--- config.mk ---
export PLATFORM = sky130hd
export DESIGN_NAME = regfile_multiport
export DESIGN_NICKNAME = d
export VERILOG_FILES = /design/src/rtl/regfile_multiport.sv
export SDC_FILE = /design/constraint.sdc
export NUM_CORES = 1
export LEC_CHECK = 0
export CELL_PAD_IN_SITES_DETAIL_PLACEMENT = 2
export CELL_PAD_IN_SITES_GLOBAL_PLACEMENT = 2
export CORE_MARGIN = 10
export CORE_UTILIZATION = 45
export CTS_BUF_LIST = sky130_fd_sc_hd__clkbuf_16
export DETAILED_ROUTE_END_ITERATION = 7
export PLACE_DENSITY_LB_ADDON = 0.25
export REMOVE_ABC_BUFFERS = 1
export SLEW_MARGIN = 20
export SYNTH_ARGS = -nofsm -noshare
export SYNTH_HDL_FRONTEND = slang
export SYNTH_SLANG_ARGS = --single-unit
--- constraint.sdc ---
create_clock -name clk -period 3.8 [get_ports clk]
set_input_delay 1.14 -clock clk [delete_from_list [all_inputs] [get_ports clk]]
set_output_delay 1.14 -clock clk [all_outputs]
set_load 0.01 [all_outputs]
--- src/rtl/regfile_multiport.sv ---
// Multi-port register file: NR registered read ports, one byte-enabled write port with
// write-through bypass, optional hardwired-zero entry 0, and a one-entry-per-cycle clear sequencer.
module regfile_multiport #(
   parameter int DW       = 32,
   parameter int DEPTH    = 32,
   parameter int AW       = $clog2(DEPTH),
   parameter int NR       = 2,
   parameter int ZERO_REG = 1
) (
   input  logic             clk,
   input  logic             rst,
   input  logic             clear,
   output logic             busy,
   input  logic [NR*AW-1:0] rd_addr,
   output logic [NR*DW-1:0] rd_data,
   input  logic             wr_en,
   input  logic [AW-1:0]    wr_addr,
   input  logic [DW/8-1:0]  wr_be,
   input  logic [DW-1:0]    wr_data
);

   // state    | meaning
   // ST_CLEAR | sequencer writes 0 to entry clr_cnt each cycle; writes ignored, reads give 0
   // ST_IDLE  | normal read/write operation
   typedef enum logic {ST_CLEAR = 1'b0, ST_IDLE = 1'b1} state_t;

   localparam int NB = DW / 8;

   state_t            state, state_nxt;
   logic [AW-1:0]     clr_cnt, clr_cnt_nxt;
   logic              clr_wr;
   logic              wr_in_range;
   logic              wr_zero;
   logic              wr_ok;
   logic [NR*DW-1:0]  rd_nxt;
   logic [DW-1:0]     mem [DEPTH];

   always_ff @(posedge clk or posedge rst) begin
      if (rst) begin
         state   <= ST_CLEAR;
         clr_cnt <= '0;
      end else begin
         state   <= state_nxt;
         clr_cnt <= clr_cnt_nxt;
      end
   end

   always_comb begin
      state_nxt   = state;
      clr_cnt_nxt = clr_cnt;
      case (state)
         ST_CLEAR: begin
            if (clear) begin
               clr_cnt_nxt = '0;
            end else if (clr_cnt == AW'(DEPTH - 1)) begin
               state_nxt   = ST_IDLE;
               clr_cnt_nxt = '0;
            end else begin
               clr_cnt_nxt = clr_cnt + AW'(1);
            end
         end
         ST_IDLE: begin
            if (clear) begin
               state_nxt   = ST_CLEAR;
               clr_cnt_nxt = '0;
            end
         end
         default: begin
            state_nxt   = ST_CLEAR;
            clr_cnt_nxt = '0;
         end
      endcase
   end

   always_comb begin
      busy   = (state == ST_CLEAR);
      clr_wr = (state == ST_CLEAR);
   end

   // Widen by one bit so the compare stays meaningful when DEPTH is a power of two.
   assign wr_in_range = ({1'b0, wr_addr} < (AW+1)'(DEPTH));
   assign wr_zero     = (ZERO_REG != 0) && (wr_addr == '0);
   assign wr_ok       = wr_en && !busy && wr_in_range && !wr_zero;

   always_ff @(posedge clk) begin
      if (clr_wr) begin
         mem[clr_cnt] <= '0;
      end else if (wr_ok) begin
         for (int b = 0; b < NB; b++) begin
            if (wr_be[b]) mem[wr_addr][8*b +: 8] <= wr_data[8*b +: 8];
         end
      end
   end

   for (genvar i = 0; i < NR; i++) begin : g_rd
      logic [AW-1:0] ra;
      logic          in_range;
      logic          hit;
      logic [DW-1:0] old_val;
      logic [DW-1:0] merged;

      assign ra       = rd_addr[i*AW +: AW];
      assign in_range = ({1'b0, ra} < (AW+1)'(DEPTH));
      assign old_val  = in_range ? mem[ra] : '0;
      assign hit      = wr_ok && (wr_addr == ra);

      // Same-edge write merges into the read so the port never returns stale bytes.
      always_comb begin
         merged = old_val;
         if (hit) begin
            for (int b = 0; b < NB; b++) begin
               if (wr_be[b]) merged[8*b +: 8] = wr_data[8*b +: 8];
            end
         end
      end

      assign rd_nxt[i*DW +: DW] = ((ZERO_REG != 0) && (ra == '0)) ? '0 : merged;
   end

   always_ff @(posedge clk or posedge rst) begin
      if (rst)       rd_data <= '0;
      else if (busy) rd_data <= '0;
      else           rd_data <= rd_nxt;
   end

endmodule

==> impl_metrics.ini <==
[floorplan]
ios = 120
dieWidth_um = 357.4
die_h_um = 357.4
core_um2 = 112800
initial_core_util = 0.4541
placementRows = 123
die-area_um2 = 127700

[cells_and_area]
final_nets = 3252
finalNonFillerCells = 4793
layout_commonest_cell = edfxtp_1
fill_cells = 9358
layout_common_cells = edfxtp_1 (1024), mux4_2 (504), buf_4 (396)
area_delta_synth_final_pct = 21.31
drive_gt1_frac = 0.3864

[cts]
htree_levels = 3
cts_tree = yes
clockRootBuffer = clkbuf_16
clock_latency_ps = 740
postCtsHoldBufs = 0
cts_sinks = 1094
path_clk_slew_ps = 70
cts_inserted_buffers = 115
ctsResizeCount = 6
clockBufferDepth = 3
cts_setup_buffers = 0

[min_path]
min_from = clr_cnt[4]
hold_path_class = register to register
holdPathStages = 2
min_to = clr_cnt[4]

[worst_setup_path]
path_common_cell = buf_4
regToRegSetupSlack_ps = 830
slowest_delay_ps = 580
crit_fanout = 19
r2r-end = mem[22][17]
required_ps = 4220
cp-start-kind = input port
r2r-start = state
cp_cell_sequence = clkdlybuf4s50_1 > buf_4 > or4_4 > buf_4 > o211a_4 > buf_4 > a211oi_4 > a41oi_2 > buf_12 > nor3_1 > buf_4
reg2regPathDepth = 8
criticalPathCategory = input port to register
crit_slowest_cell = or4_4
crit_path_end_kind = register
cp.arrival_ps = 4270

[synthesis]
synth-simple-area-share = 0.04729
synthCells = 2718
synth.mux.area_fraction = 0.2393
ys_types = 60
ys.flop_type = edfxtp_1
synth_seq_area_share = 0.6345
synth_compound_area_frac = 0.05244
syn_area_per_cell_um2 = 18.85
synthAdderAreaFrac = 0.0004885
yosys_warnings = 0
postSynth.asyncResetShare = 0.06399
netlist_area_um2 = 51220
synth_top_family_by_area = multiplexers
synth-seq-cells = 1094
synth_xor_area_frac = 0.001881
synth_enable_flop_cells = 1024

[global_routing]
grtUsageMet2 = 0.5158
grt_usage = 0.3023
grt_pass1_wl_um = 279900
grt_pass1_vias = 36509
grt_max_degree = 51
grt_util_met1 = 0.3715
overflow = 0
antenna_found_initial = 6
grtUsageMet3 = 0.06016
grt-busiest-layer = met2

[flow_run]
max_cap_viol_count = 0

[outcome]
status = finished, violations left
violations = setup timing

[power_and_ir_drop]
leakagePower_nw = 22.44
p_per_area_nw_per_um2 = 429.6
vdd_ir_drop_max_mv = 0.3857

[timing]
final_hold_viol_count = 0
fin_worst_skew_ps = 29.87
min_period_ps = 3851
rsz0062_at_grt = yes
setup_slack_ps = -51.02
tightest_slew_ps = 990.9
finalSetupTns_ps = -498.2
max_freq_mhz = 259.7
relSlewSlack = 0.3339
setup_viol = 16
slew_viol_final = 0
fin_crit_sh = 1.013

[detailed_routing]
vias = 33206
drt-initial-drc-count = 3880
drtAntennaViolNets = 0
first_pass_iters = 5
drc = 0
wl_per_cell_um = 40.47
wl_um = 194000
via_per_inst = 6.928

[placement]
dp.final_hpwl_um = 133100
routabilityCongestion = 0.9099
dp_cells = 4578
portBuffers = 119
dp_slack_ps = -871.1
==> Yosys cell counts, drive strengths merged, types with 15 or more instances <==
master / count / share of area
edfxtp: 1024 / 0.60
mux4: 504 / 0.22
buf: 153 / 0.017
o22ai: 126 / 0.015
a211oi: 117 / 0.017
nor4: 115 / 0.016
clkbuf: 94 / 0.0069
nor2b: 77 / 0.0094
mux2i: 75 / 0.015
dfrtp: 70 / 0.034
nor2: 59 / 0.0045
a211o: 49 / 0.0084
nor3: 49 / 0.0049
and3: 32 / 0.0039
a21oi: 23 / 0.0022
nand2: 22 / 0.0016
nand2b: 15 / 0.0018
==> cell type report <==
class	instances	area, um^2	share of cell area
well taps	1500	1877	0.03020
clock inverters	97	769.5	0.01238
repair buffers	607	6047	0.09732
inverters	9	36.28	0.0005839
flip-flops and latches	1094	32500	0.5231
multi-input cells	1368	17980	0.2893
diodes	1	2.502	0.00004027
clock buffers	117	2928	0.04712
==> critical path: cells and delay by family <==
family          cells  cell delay (ps)
simple gates        2              800
buf+inv             6             1560
compound gates      3              730
==> layer usage <==
layer	routed length, um	vias to the layer above
met4	8799	10
met2	98880	2009
met5	59	-
met3	16390	497
met1	69860	17918
li1	-	12772
==> kinds of logic after synthesis <==
kind of cell	count (synthesis)
AOI/OAI and AO/OA	367
xor gates and xnor gates	11
adders and majority gates	2
buffers and inverters	256
DFF	1094
muxes	589
and+or+nand+nor	399
==> state kept, by name, summed over array words and instances (netlist names) <==
name	count
mem	1024
state	1
rd_data	64
clr_cnt	5
==> per-stage QoR <==
| step | power (mW) | area (um^2) | utilization | hold slack [ps] |
|---|---|---|---|---|
| floorplan | 14.30 | 50020 | - | 591.0 |
| global placement | 15.46 | 58290 | 0.5167 | 662.0 |
| detailed placement | 15.57 | 58290 | 0.5167 | 725.7 |
| CTS | 26.75 | 62010 | 0.5497 | 748.6 |
| global route | 27.32 | 62130 | 0.5508 | 814.5 |
| finish | 26.70 | 62140 | 0.5508 | 759.6 |
==> how the worst max path moves through the flow <==
stage | start | endpoint | cells after the start
floorplan | wr_addr[4] | mem[12][0] | 5
global placement | wr_addr[4] | mem[4][14] | 8
detailed placement | wr_addr[4] | mem[16][2] | 9
CTS | wr_addr[4] | mem[21][15] | 11
global route | wr_addr[4] | mem[28][9] | 9
finish | wr_addr[4] | mem[21][22] | 11
==> power breakdown <==
part | switching (mW) | leakage, nW | internal, mW
clock | 4.94 | 1.91 | 6.37
combinational | 1.26 | 9.02 | 0.930
sequential | 0.0759 | 11.5 | 13.1
Note: power is estimated with default switching activity, not from simulation.
